### config.mk
export PLATFORM = sky130hd
export DESIGN_NAME = shift_rotate_unit
export DESIGN_NICKNAME = d
export VERILOG_FILES = /design/src/rtl/shift_pkg.sv /design/src/rtl/shift_step.sv /design/src/rtl/shift_rotate_unit.sv
export SDC_FILE = /design/constraint.sdc
export NUM_CORES = 1
export LEC_CHECK = 0
export ABC_AREA = 1
export CAP_MARGIN = 20
export CORE_MARGIN = 2
export CORE_UTILIZATION = 27
export CTS_CLUSTER_SIZE = 25
export DETAILED_ROUTE_END_ITERATION = 7
export HOLD_SLACK_MARGIN = 0.08
export PLACE_DENSITY = 0.44
export SLEW_MARGIN = 40
export SYNTH_ARGS = -nofsm -noshare
export SYNTH_HDL_FRONTEND = slang
export SYNTH_SLANG_ARGS = --single-unit
### constraint.sdc
create_clock -name clk -period 4.1 [get_ports clk]
set_input_delay 0.41 -clock clk [delete_from_list [all_inputs] [get_ports clk]]
set_output_delay 0.41 -clock clk [all_outputs]
set_load 0.02 [all_outputs]
### src/rtl/shift_pkg.sv
// Shared encodings for the iterative shift/rotate unit: operation codes and
// the controller state encoding.
package shift_pkg;

    localparam logic [2:0] OP_ROL = 3'b000;
    localparam logic [2:0] OP_ROR = 3'b001;
    localparam logic [2:0] OP_SHL = 3'b010;
    localparam logic [2:0] OP_SHR = 3'b011;
    localparam logic [2:0] OP_SAR = 3'b100;
    localparam logic [2:0] OP_RCL = 3'b101;
    localparam logic [2:0] OP_RCR = 3'b110;
    localparam logic [2:0] OP_ILL = 3'b111;

    typedef enum logic [1:0] {
        IDLE  = 2'd0,
        SHIFT = 2'd1,
        DONE  = 2'd2
    } state_e;

endpackage

### src/rtl/shift_step.sv
// One 1-bit step of every supported shift/rotate operation. Purely
// combinational; the top block iterates it once per clock.
module shift_step
    import shift_pkg::*;
#(
    parameter int WIDTH = 8
) (
    input  logic [2:0]       op,
    input  logic [WIDTH-1:0] data,
    input  logic             cin,
    output logic [WIDTH-1:0] data_nxt,
    output logic             cout
);

    always_comb begin
        data_nxt = data;
        cout     = cin;
        case (op)
            OP_ROL: begin
                data_nxt = {data[WIDTH-2:0], data[WIDTH-1]};
                cout     = data[WIDTH-1];
            end
            OP_ROR: begin
                data_nxt = {data[0], data[WIDTH-1:1]};
                cout     = data[0];
            end
            OP_SHL: begin
                data_nxt = {data[WIDTH-2:0], 1'b0};
                cout     = data[WIDTH-1];
            end
            OP_SHR: begin
                data_nxt = {1'b0, data[WIDTH-1:1]};
                cout     = data[0];
            end
            OP_SAR: begin
                data_nxt = {data[WIDTH-1], data[WIDTH-1:1]};
                cout     = data[0];
            end
            // Carry acts as bit WIDTH of a WIDTH+1-bit ring.
            OP_RCL: begin
                data_nxt = {data[WIDTH-2:0], cin};
                cout     = data[WIDTH-1];
            end
            OP_RCR: begin
                data_nxt = {cin, data[WIDTH-1:1]};
                cout     = data[0];
            end
            default: begin
                data_nxt = data;
                cout     = cin;
            end
        endcase
    end

endmodule

### src/rtl/shift_rotate_unit.sv
// Iterative shift/rotate engine: one bit position per clock through a single
// shift_step, with start/done handshake and carry/zero/illegal flags.
module shift_rotate_unit
    import shift_pkg::*;
#(
    parameter int WIDTH = 8,
    parameter int AMT_W = $clog2(WIDTH)
) (
    input  logic             clk,
    input  logic             rst_n,
    input  logic             start,
    input  logic [2:0]       op,
    input  logic [WIDTH-1:0] operand,
    input  logic [AMT_W-1:0] amt,
    input  logic             carry_in,
    output logic             ready,
    output logic             busy,
    output logic             done,
    output logic [WIDTH-1:0] result,
    output logic             carry_out,
    output logic             zero_out,
    output logic             illegal_op
);

    state_e           state_q, state_d;
    logic [2:0]       op_q, op_d;
    logic [AMT_W-1:0] cnt_q, cnt_d;
    logic [WIDTH-1:0] work_q, work_d;
    logic             wc_q, wc_d;

    logic [WIDTH-1:0] result_q, result_d;
    logic             carry_q, carry_d;
    logic             zero_q, zero_d;
    logic             ill_q, ill_d;
    logic             done_q, done_d;
    logic             busy_q, busy_d;
    logic             ready_q, ready_d;

    logic [WIDTH-1:0] step_data;
    logic             step_cout;
    logic             load_out;

    shift_step #(
        .WIDTH (WIDTH)
    ) u_step (
        .op       (op_q),
        .data     (work_q),
        .cin      (wc_q),
        .data_nxt (step_data),
        .cout     (step_cout)
    );

    always_comb begin
        state_d = state_q;
        op_d    = op_q;
        cnt_d   = cnt_q;
        work_d  = work_q;
        wc_d    = wc_q;
        case (state_q)
            IDLE, DONE: begin
                if (start) begin
                    work_d  = operand;
                    wc_d    = carry_in;
                    op_d    = op;
                    cnt_d   = amt;
                    state_d = (amt != '0 && op != OP_ILL) ? SHIFT : DONE;
                end else if (state_q == DONE) begin
                    state_d = IDLE;
                end
            end
            SHIFT: begin
                work_d = step_data;
                wc_d   = step_cout;
                cnt_d  = cnt_q - AMT_W'(1);
                if (cnt_q == AMT_W'(1)) begin
                    state_d = DONE;
                end
            end
            default: state_d = IDLE;
        endcase
    end

    // DONE without start always leaves to IDLE, so a DONE next state always
    // marks a freshly completed operation whose work values become visible.
    always_comb begin
        load_out = (state_d == DONE);
        result_d = load_out ? work_d             : result_q;
        carry_d  = load_out ? wc_d               : carry_q;
        zero_d   = load_out ? (work_d == '0)     : zero_q;
        ill_d    = load_out ? (op_d == OP_ILL)   : ill_q;
        done_d   = (state_d == DONE);
        busy_d   = (state_d == SHIFT);
        ready_d  = (state_d != SHIFT);
    end

    always_ff @(posedge clk or negedge rst_n) begin
        if (!rst_n) begin
            state_q  <= IDLE;
            op_q     <= '0;
            cnt_q    <= '0;
            work_q   <= '0;
            wc_q     <= 1'b0;
            result_q <= '0;
            carry_q  <= 1'b0;
            zero_q   <= 1'b0;
            ill_q    <= 1'b0;
            done_q   <= 1'b0;
            busy_q   <= 1'b0;
            ready_q  <= 1'b1;
        end else begin
            state_q  <= state_d;
            op_q     <= op_d;
            cnt_q    <= cnt_d;
            work_q   <= work_d;
            wc_q     <= wc_d;
            result_q <= result_d;
            carry_q  <= carry_d;
            zero_q   <= zero_d;
            ill_q    <= ill_d;
            done_q   <= done_d;
            busy_q   <= busy_d;
            ready_q  <= ready_d;
        end
    end

    assign ready      = ready_q;
    assign busy       = busy_q;
    assign done       = done_q;
    assign result     = result_q;
    assign carry_out  = carry_q;
    assign zero_out   = zero_q;
    assign illegal_op = ill_q;

endmodule

==> out/qor.yml, run 1 <==
total_power_mw: 1.48
timing.final.crit_share_pct: 44.0
floorplan.initialDensity_pct: 28.2
first_global_vias: 1489
fin_util_pct: 35.9
synth_cells: 210
grt-ovfl-total: 0
number_of_warnings_reported_in_the_yosys_synthesis_log: 0
num_rows: 28
cap_violations: 0
ys_seq_elements: 31
seq_area_frac_synth_pct: 46.3
worst_max_slew_margin_expressed_relative_to_the_limit_pct: 62.2
ctsLongestPathBuffers: 2
p_clk_share_pct: 15.9
cts_hold_repair.buffers: 0
routed-via-count: 1504
cpMostUsedCell: "sky130_fd_sc_hd__nand2_4"
cts-buffers-inserted: 5
cell_internal_pwr_mw: 0.825
power.density_cell_area_nw_per_um2: 691
antennaDiodeCount: 0
cts_root_buffer: "sky130_fd_sc_hd__clkbuf_8"
worstPathCellList: "inv_4 > nand2_4 > inv_2 > nand2_1 > nand2_4 > inv_1 > o21ai_0"
place.detailed.hpwl_microns: 3450
worst_pin_slew_ns: 0.567
postRouteWirelength_microns: 4570
hold_viol_final: 0
die_width_microns: 82.9
routedWlPerCell_microns: 14.2
post_drt_via_cell_ratio: 4.67
finalSetupViolations: 0
drc: 0
max_freq_mhz: 554
timing.hold.worst.class: "input pin to async pin"
antenna_found_initial: 0
mostFrequentLayoutCell: "sky130_fd_sc_hd__nand2_1"
finalWeightedCongestion: 0.809
worst-setup-path-type: "flip-flop to flip-flop"
rsz0062_at_grt: "no"
power.net_switching_mw: 0.654
critPathMaxFanout: 17
final_skew_ns: 0.0103
synth.net_count: 230
slowest_cell_on_the_critical_path: "sky130_fd_sc_hd__dfrtp_1"
finalMaxSlewViolations: 0
cts-htree-levels: 2
cts.reportedPaths.clkPinSlew_ns: 0.07
run_status: "complete, no violations"
worst_path_largest_cell_delay_ns: 0.59
avgSynthCellArea_sq_um: 8.00
post_cts_resized: 0
post_cts.repair.setup_buffers: 0
flow.area_growth_from_synthesis_pct: 27.5
netlist-cell-type-count: 24
ratio_of_cells_with_drive_above_1_in_the_final_layout_pct: 11.3
p_leak_nw: 1.03
drt-pass1-iter-count: 4
grt_pass1_wl_microns: 7620
grt_usage_pct: 14.2
dieHeight_microns: 82.9
design.die.area_sq_um: 6870
grt_start_max_net_pins: 25
numClockSinks: 31
sw_frac_of_total_pct: 44.2
syn-cell-area_sq_um: 1680
timing.critical_path.to_type: "flip-flop"
vdd.ir_drop.worst_mv: 0.293
critPathLaunchType: "flip-flop"
io_buffer_count: 31
postRouteAntennaNets: 0
finalHoldWorstSlack_ns: 0.109
critPathArrivalTime_ns: 1.95
cts_tree: "built"
placeableCoreArea_sq_um: 5960
clock_insertion_delay_worst_skew_ns: 0.29
drt-initial-drc-count: 89
timing.setup.tns_ns: 0
number_of_top_level_pins: 32
power.combinational.fraction_pct: 47.0
nets: 266
seqPwrFrac_pct: 37.0
final.min_clock_period_ns: 1.80
critical_path_required_ns: 4.25
layout_common_cells: "sky130_fd_sc_hd__nand2_1, sky130_fd_sc_hd__dfrtp_1, sky130_fd_sc_hd__clkdlybuf4s50_1, sky130_fd_sc_hd__inv_1, sky130_fd_sc_hd__o21ai_0"
==> final timing paths <==
| kind | from | end | slack [ns] | cells past startpoint |
|---|---|---|---|---|
| min in group clk | result[6] | result[6] | 0.49 | 2 |
| worst max-delay path | state_q[0] | result[0] | 2.30 | 7 |
| max in group asynchronous | rst_n | zero_out | 3.45 | 2 |
| worst min-delay path | rst_n | op_q[2] | 0.11 | 1 |
| worst max register to register | state_q[0] | result[0] | 2.30 | 7 |
| worst min register to register | result[6] | result[6] | 0.49 | 2 |
==> stage by stage <==
step	cells	instance area, sq um	setup WS, ns
floorplan	210	1680	2.74
finish	322	2140	2.30
detailed placement	314	2060	2.00
global placement	314	2060	2.00
global route	322	2140	2.11
CTS	322	2140	2.28
==> routing by layer <==
layer	share of wire [%]	track usage [%]	wire, microns	vias to the layer above
met3	4.5	3.78	204	6
met4	1.2	5.37	53	0
met5	0	0	0	-
met2	45	21.7	2070	42
li1	-	-	-	764
met1	49	19.1	2240	692
==> cell families (layout without fill, tap and decap cells) <==
family                   count (synthesis)  in the layout  share of synthesized area [%]
AO/OA/AOI/OAI                           50             50                           17.8
adder cells (fa/ha/maj)                  2              2                           1.49
buffers and inverters                   36             73                           9.31
flip-flops                              31             31                           46.3
AND/OR/NAND/NOR                         91             91                           25.1
==> state kept, by name, indices dropped and copies added, names as in the netlist <==
signal / flops
illegal_op: 1
cnt_q: 3
op_q: 3
carry_out: 1
zero_out: 1
wc_q: 1
busy: 1
done: 1
state_q: 2
ready: 1
work_q: 8
result: 8
==> worst max-delay path, delay by kind of cell, from the launching register on <==
family,cells,cell delay (ns)
compound gates,1,0.17
simple gates,3,0.35
buf+inv,3,0.55
flops,1,0.59
==> cells in the mapped netlist, drive strengths merged <==
cell type,n,area [sq um]
a22oi,4,30.0
inv,33,126
o31ai,2,15.0
a31oi,1,6.26
nor2,7,26.3
nand4,5,31.3
o211ai,3,22.5
buf,3,30.0
dfstp,1,26.3
o21ai,22,110
ha,2,25.0
o21a,1,7.51
dfrtp,30,751
nand3,18,103
or2,1,6.26
nand2,60,255
a21oi,17,108
==> area by class of cell <==
| type | count | area, sq um |
|---|---|---|
| Fill cell | 653 | 3810 |
| Clock buffer | 6 | 72.6 |
| Inverter | 33 | 126 |
| Tap cell | 75 | 93.8 |
| Sequential cell | 31 | 777 |
| Multi-Input combinational cell | 143 | 746 |
| Timing Repair Buffer | 32 | 313 |
| Clock inverter | 2 | 12.5 |
==> power groups by stage <==
| stage | clock [mW] | combinational, mW | sequential, mW |
|---|---|---|---|
| after detailed placement | 0 | 0.703 | 0.552 |
| after global placement | 0 | 0.707 | 0.557 |
| after floorplan | 0 | 0.416 | 0.584 |
| final | 0.236 | 0.695 | 0.547 |
| after CTS | 0.249 | 0.708 | 0.548 |
| after global routing | 0.261 | 0.789 | 0.567 |
Power figures use the tool's default switching activity.
==> run 2, diff against run 1 <==
clock period = 1.7 ns   (was 4.1 ns; I/O delays follow)
==> run 2 against run 1 <==
  * Highest routed layer unchanged
  * Cell area is 9.1% higher
  * Sequential power rose by 140%
  * Final cell count up 6.5%
  * Die area unchanged
  * Critical path type is now flip-flop to output pin
  * Largest power group unchanged
  * Register-to-register slack lost 2.1 ns
  * Global-route usage is essentially flat
  * Via count up 4.3%
==> out/qor.yml, run 2 (synthesis results as in run 1) <==
numClockSinks: 31  # unchanged
hold_viol_final: 0  # unchanged
worst_path_largest_cell_delay_ns: 0.59  # about the same
timing.hold.worst.class: "input pin to async pin"
first_global_vias: 1539  # +3.4%
finalMaxSlewViolations: 0  # unchanged
antennaDiodeCount: 0  # unchanged
vdd.ir_drop.worst_mv: 0.829  # +180%
drt-initial-drc-count: 102  # +15%
run_status: "complete, no violations"
cts_root_buffer: "sky130_fd_sc_hd__clkbuf_8"
cap_violations: 0  # unchanged
grt_usage_pct: 14.2  # +0.039 points
crit-reg2reg-launch: "state_q[0]"
slowest_cell_on_the_critical_path: "sky130_fd_sc_hd__clkdlybuf4s50_1"
drt-pass1-iter-count: 4  # unchanged
grt-ovfl-total: 0  # unchanged
ctsLongestPathBuffers: 2  # unchanged
floorplan.initialDensity_pct: 28.2  # unchanged
critical_path.reg2reg.endpoint: "zero_out"
drc: 0  # unchanged
finalWeightedCongestion: 0.822  # +1.5%
post_drt_via_cell_ratio: 4.57  # -2.1%
grt_pass1_wl_microns: 7800  # +2.4%
dieHeight_microns: 82.9  # unchanged
timing.final.crit_share_pct: 91.7
ratio_of_cells_with_drive_above_1_in_the_final_layout_pct: 19.4  # +8.1 points
final.min_clock_period_ns: 1.56
nets: 287  # +7.9%
clock_insertion_delay_worst_skew_ns: 0.29  # about the same
critical-path-top-delay-family: "buffers and inverters"
critPathArrivalTime_ns: 1.39  # -0.56 ns
worst-setup-path-type: "flip-flop to output pin"
grt_start_max_net_pins: 32  # +28%
critPathLaunchType: "flip-flop"
critPathMaxFanout: 1  # -16
p_leak_nw: 1.14  # +11%
power.density_cell_area_nw_per_um2: 1710  # +150%
final_skew_ns: 0.00387  # -0.00638 ns
finalInstanceArea_sq_um: 2330  # +9.1%
rsz0062_at_grt: "no"
worst_max_slew_margin_expressed_relative_to_the_limit_pct: 72.9  # +11 points
routed-via-count: 1569  # +4.3%
post_cts.repair.setup_buffers: 0  # unchanged
timing.critical_path.to_type: "output pin"
cts-htree-levels: 2  # unchanged
number_of_top_level_pins: 32  # unchanged
antenna_found_initial: 0  # unchanged
routedWlPerCell_microns: 13.7  # -3.6%
die_width_microns: 82.9  # unchanged
finalSetupViolations: 0  # unchanged
flow.area_growth_from_synthesis_pct: 39.0
postPlaceCellArea_sq_um: 2220  # +7.9%
worst-path-stages: 1  # -6
ff2ff_path_depth: 9  # +2
cp.buffers_inverters: 1  # -2
critical_path_required_ns: 1.53  # -2.72 ns
fin_util_pct: 39.2  # +3.3 points
cts.reportedPaths.clkPinSlew_ns: 0.07  # about the same
io_buffer_count: 31  # unchanged
design.die.area_sq_um: 6870  # unchanged
mostFrequentLayoutCell: "sky130_fd_sc_hd__nand2_1"
max_freq_mhz: 641
num_rows: 28  # unchanged
placeableCoreArea_sq_um: 5960  # unchanged
place.detailed.hpwl_microns: 3520  # +2.2%
endpoint: "ready"
cts-buffers-inserted: 5  # unchanged
crit_path_start: "ready"
postRouteWirelength_microns: 4700  # +2.7%
rrSetupSlack_ns: 0.16  # -2.14 ns
cts_tree: "built"
layout_common_cells: "sky130_fd_sc_hd__nand2_1, sky130_fd_sc_hd__clkdlybuf4s50_1, sky130_fd_sc_hd__inv_1, sky130_fd_sc_hd__dfrtp_1"
worstPathCellList: "clkdlybuf4s50_1"
worst_pin_slew_ns: 0.406  # -0.161 ns
postRouteAntennaNets: 0  # unchanged
[run 2: cell count changes in the layout (fill, tap and decap cells not counted)]
cell	before	now
sky130_fd_sc_hd__clkinv_4	0	1
sky130_fd_sc_hd__clkbuf_1	1	0
sky130_fd_sc_hd__dfrtp_2	0	3
sky130_fd_sc_hd__dfrtp_1	30	27
sky130_fd_sc_hd__clkdlybuf4s50_1	30	31
sky130_fd_sc_hd__buf_4	1	22
sky130_fd_sc_hd__buf_2	1	0
sky130_fd_sc_hd__bufinv_16	0	1
sky130_fd_sc_hd__clkinvlp_4	1	0
[run 2: per-stage QoR]
| stage | instances | setup TNS (ns) | power, mW | setup WS [ns] | hold WS (ns) |
|---|---|---|---|---|---|
| floorplan | 210 | 0 | 2.41 | 0.335 | -0.126 |
| global placement | 335 | -0.895 | 3.28 | -0.121 | 0.473 |
| detailed placement | 335 | -0.409 | 3.27 | -0.0565 | 0.464 |
| CTS | 343 | 0 | 4.04 | 0.0728 | 0.296 |
| global route | 343 | 0 | 4.34 | 0.00860 | 0.323 |
| finish | 343 | 0 | 4.00 | 0.140 | 0.274 |
[run 2: what timing repair did]
action,4_1_cts,5_1_grt
hold buffers,0,0
endpoints found under the setup margin,0,1
resized for setup,0,3
[run 2: final cells by class]
| type | count | area [sq um] |
|---|---|---|
| fill | 630 | 3620 |
| sequential | 31 | 781 |
| multi-input combinational | 143 | 746 |
| timing repair buffer | 53 | 475 |
| inverter | 33 | 126 |
| tap | 75 | 93.8 |
| clock buffer | 5 | 68.8 |
| clock inverter | 3 | 43.8 |
[run 2: where the power goes]
group / switching, mW / total (mW) / leakage (nW) / internal, mW
Clock: 0.305 / 0.742 / 0.0581 / 0.436
Sequential: 0.259 / 1.31 / 0.379 / 1.05
Combinational: 1.09 / 1.95 / 0.702 / 0.858
Total: 1.65 / 4.00 / 1.14 / 2.35
[run 2: how the worst min path moves through the flow]
stage / to / slack (ns) / cells past startpoint
CTS: cnt_q[2] / 0.30 / 2
global placement: result[3] / 0.47 / 2
finish: cnt_q[0] / 0.27 / 2
global route: cnt_q[0] / 0.32 / 2
detailed placement: zero_out / 0.46 / 2
floorplan: busy / -0.13 / 0
[run 2: metal layers]
| metal | global-route usage, % | routed length (microns) |
|---|---|---|
| met1 | 19.4 | 2310 |
| met2 | 21.5 | 2070 |
| met3 | 4.17 | 251 |
| met4 | 4.62 | 72 |
| met5 | 0 | 0 |
==> run 3, diff against run 2 <==
CORE_UTILIZATION = 45   (was 27)
PLACE_DENSITY = 0.68   (was 0.44)
==> run 3 against run 2 <==
  * Via count decreased by 2.2%
  * Clock skew increased by 0.0024 ns
  * Sequential share of layout area increased by 2.0 points
  * Register-to-register slack about the same
  * Clock power decreased by 25%
  * Cell area decreased by 5.5%
  * Clock-buffer cell count increased by 1
  * Critical path depth unchanged
  * Fmax increased by 0.47%
==> out/qor.yml, run 3 (synthesis results as in run 1) <==
io_buffer_count: 31  # unchanged
worst_pin_slew_ns: 0.381  # -0.0250 ns
slowest_cell_on_the_critical_path: "sky130_fd_sc_hd__clkdlybuf4s50_1"
grt_pass1_wl_microns: 6600  # -15%
cell_internal_pwr_mw: 2.10  # -10%
vdd.ir_drop.worst_mv: 0.995  # +20%
critPathMaxFanout: 1  # unchanged
postRouteWirelength_microns: 3990  # -15%
finalSetupViolations: 0  # unchanged
routedWlPerCell_microns: 13.0  # -4.8%
worstPathCellList: "clkdlybuf4s50_1"
crit-reg2reg-launch: "op_q[1]"
dieHeight_microns: 65.1  # -21%
postRouteAntennaNets: 0  # unchanged
fin_util_pct: 60.7  # +22 points
timing.final.crit_share_pct: 91.3  # -0.43 points
run_status: "complete, no violations"
cap_violations: 0  # unchanged
grt-ovfl-total: 0  # unchanged
critPathArrivalTime_ns: 1.38  # about the same
finalMaxSlewViolations: 0  # unchanged
sw_frac_of_total_pct: 43.1  # +1.8 points
rrSetupSlack_ns: 0.16  # about the same
seqPwrFrac_pct: 35.7  # +2.9 points
p_clk_share_pct: 15.2  # -3.4 points
drt-initial-drc-count: 84  # -18%
cts-buffers-inserted: 5  # unchanged
cts_tree: "built"
post_cts.repair.setup_buffers: 0  # unchanged
ctsLongestPathBuffers: 2  # unchanged
post_drt_via_cell_ratio: 5.02  # +9.7%
critical-path-top-delay-family: "buffers and inverters"
max_freq_mhz: 644  # +0.47%
cp.buffers_inverters: 1  # unchanged
critPathLaunchType: "flip-flop"
place.detailed.hpwl_microns: 2910  # -17%
routed-via-count: 1535  # -2.2%
cts.reportedPaths.clkPinSlew_ns: 0.07  # about the same
cts_root_buffer: "sky130_fd_sc_hd__clkbuf_8"
timing.hold.worst.class: "input pin to async pin"
floorplan.initialDensity_pct: 46.2  # +18 points
worst-setup-path-type: "flip-flop to output pin"
antenna_found_initial: 0  # unchanged
design.die.area_sq_um: 4240  # -38%
drc: 0  # unchanged
critical_path_required_ns: 1.53  # about the same
finalWeightedCongestion: 0.845  # +2.8%
rsz0062_at_grt: "yes"
cts-htree-levels: 2  # unchanged
ff2ff_path_depth: 8  # -1
layout_common_cells: "sky130_fd_sc_hd__nand2_1, sky130_fd_sc_hd__clkdlybuf4s50_1, sky130_fd_sc_hd__inv_1, sky130_fd_sc_hd__dfrtp_1, sky130_fd_sc_hd__o21ai_0"
drt-pass1-iter-count: 4  # unchanged
first_global_vias: 1447  # -6.0%
grt_start_max_net_pins: 32  # unchanged
power.combinational.fraction_pct: 49.2  # +0.5 points
number_of_top_level_pins: 32  # unchanged
antennaDiodeCount: 0  # unchanged
power.net_switching_mw: 1.59  # -3.5%
power.density_cell_area_nw_per_um2: 1680  # -2.1%
die_width_microns: 65.1  # -21%
worst_max_slew_margin_expressed_relative_to_the_limit_pct: 74.6  # +1.7 points
numClockSinks: 31  # unchanged
p_leak_nw: 1.07  # -6.2%
critical_path.reg2reg.endpoint: "zero_out"
grt_usage_pct: 20.9  # +6.7 points
clock_insertion_delay_worst_skew_ns: 0.29  # about the same
placeableCoreArea_sq_um: 3630  # -39%
ratio_of_cells_with_drive_above_1_in_the_final_layout_pct: 17.1  # -2.3 points
finalHoldWorstSlack_ns: 0.270  # -0.00458 ns
timing.critical_path.to_type: "output pin"
final_skew_ns: 0.00627  # +0.00240 ns
hold_viol_final: 0  # unchanged
num_rows: 22  # -21%
flow.area_growth_from_synthesis_pct: 31.4
nets: 277  # -3.5%
mostFrequentLayoutCell: "sky130_fd_sc_hd__nand2_1"
worst_path_largest_cell_delay_ns: 0.59  # about the same
final.min_clock_period_ns: 1.55  # -0.00723 ns
==> run 3: cell type report <==
class / count / area [sq um]
timing repair buffer: 42 / 393
fill: 321 / 1430
clock buffer: 6 / 72.6
inverter: 33 / 130
timing repair inverter: 1 / 7.51
clock inverter: 2 / 12.5
sequential: 31 / 781
multi-input combinational: 143 / 749
tap: 48 / 60.1
==> run 3: worst reg2reg max path: stages, from the launching register on <==
cell and delay, ns:
sky130_fd_sc_hd__dfrtp_1 0.45, sky130_fd_sc_hd__nand3_4 0.17, sky130_fd_sc_hd__inv_1 0.20, sky130_fd_sc_hd__a21oi_1 0.12, sky130_fd_sc_hd__a21oi_2 0.22, sky130_fd_sc_hd__nand2_1 0.07, sky130_fd_sc_hd__nor2_1 0.13, sky130_fd_sc_hd__nand2_1 0.07
sky130_fd_sc_hd__nand2_1 0.05
==> run 3: worst max-delay path by stage <==
stage / startpoint / to / slack (ns) / depth (start not counted)
after floorplan: state_q[0] / zero_out / 0.34 / 12
after global placement: start / result[3] / -0.01 / 8
after detailed placement: start / zero_out / -0.03 / 11
after CTS: op_q[2] / zero_out / 0.07 / 10
after global routing: op_q[2] / zero_out / -0.03 / 10
final: ready / ready / 0.15 / 1
==> run 3: through the flow <==
| stage | TNS [ns] | instances | cell area [sq um] | power (mW) | setup slack (ns) |
|---|---|---|---|---|---|
| after floorplan | 0 | 210 | 1680 | 2.41 | 0.335 |
| after global placement | -0.0518 | 297 | 2100 | 3.08 | -0.0115 |
| after detailed placement | -0.142 | 297 | 2100 | 3.10 | -0.0260 |
| after CTS | 0 | 305 | 2190 | 3.69 | 0.0739 |
| after global routing | -0.0311 | 306 | 2210 | 4.00 | -0.0311 |
| final | 0 | 306 | 2210 | 3.70 | 0.148 |
==> run 3: power by group through the flow <==
| stage | Sequential (mW) | Combinational (mW) | Clock [mW] |
|---|---|---|---|
| 2_1_floorplan | 1.41 | 1.00 | 0 |
| 6_report | 1.32 | 1.82 | 0.560 |
| 3_5_place_dp | 1.31 | 1.78 | 0 |
| 3_3_place_gp | 1.31 | 1.77 | 0 |
| 5_1_grt | 1.35 | 2.04 | 0.607 |
| 4_1_cts | 1.31 | 1.80 | 0.583 |
==> run 3: layer usage <==
| metal | track usage, % | part of all wire (%) | vias to the layer above | routed length (microns) |
|---|---|---|---|---|
| li1 | - | - | 783 | - |
| met1 | 26.7 | 45 | 687 | 1790 |
| met2 | 34.7 | 47 | 56 | 1890 |
| met3 | 4.34 | 5.7 | 9 | 227 |
| met4 | 8.33 | 1.9 | 0 | 75 |
| met5 | 0 | 0 | - | 0 |
==> run 3: timing repair <==
| action | CTS | global route |
|---|---|---|
| setup endpoints to repair | 0 | 7 |
| hold buffers | 0 | 0 |
| gates resized for setup | 0 | 7 |
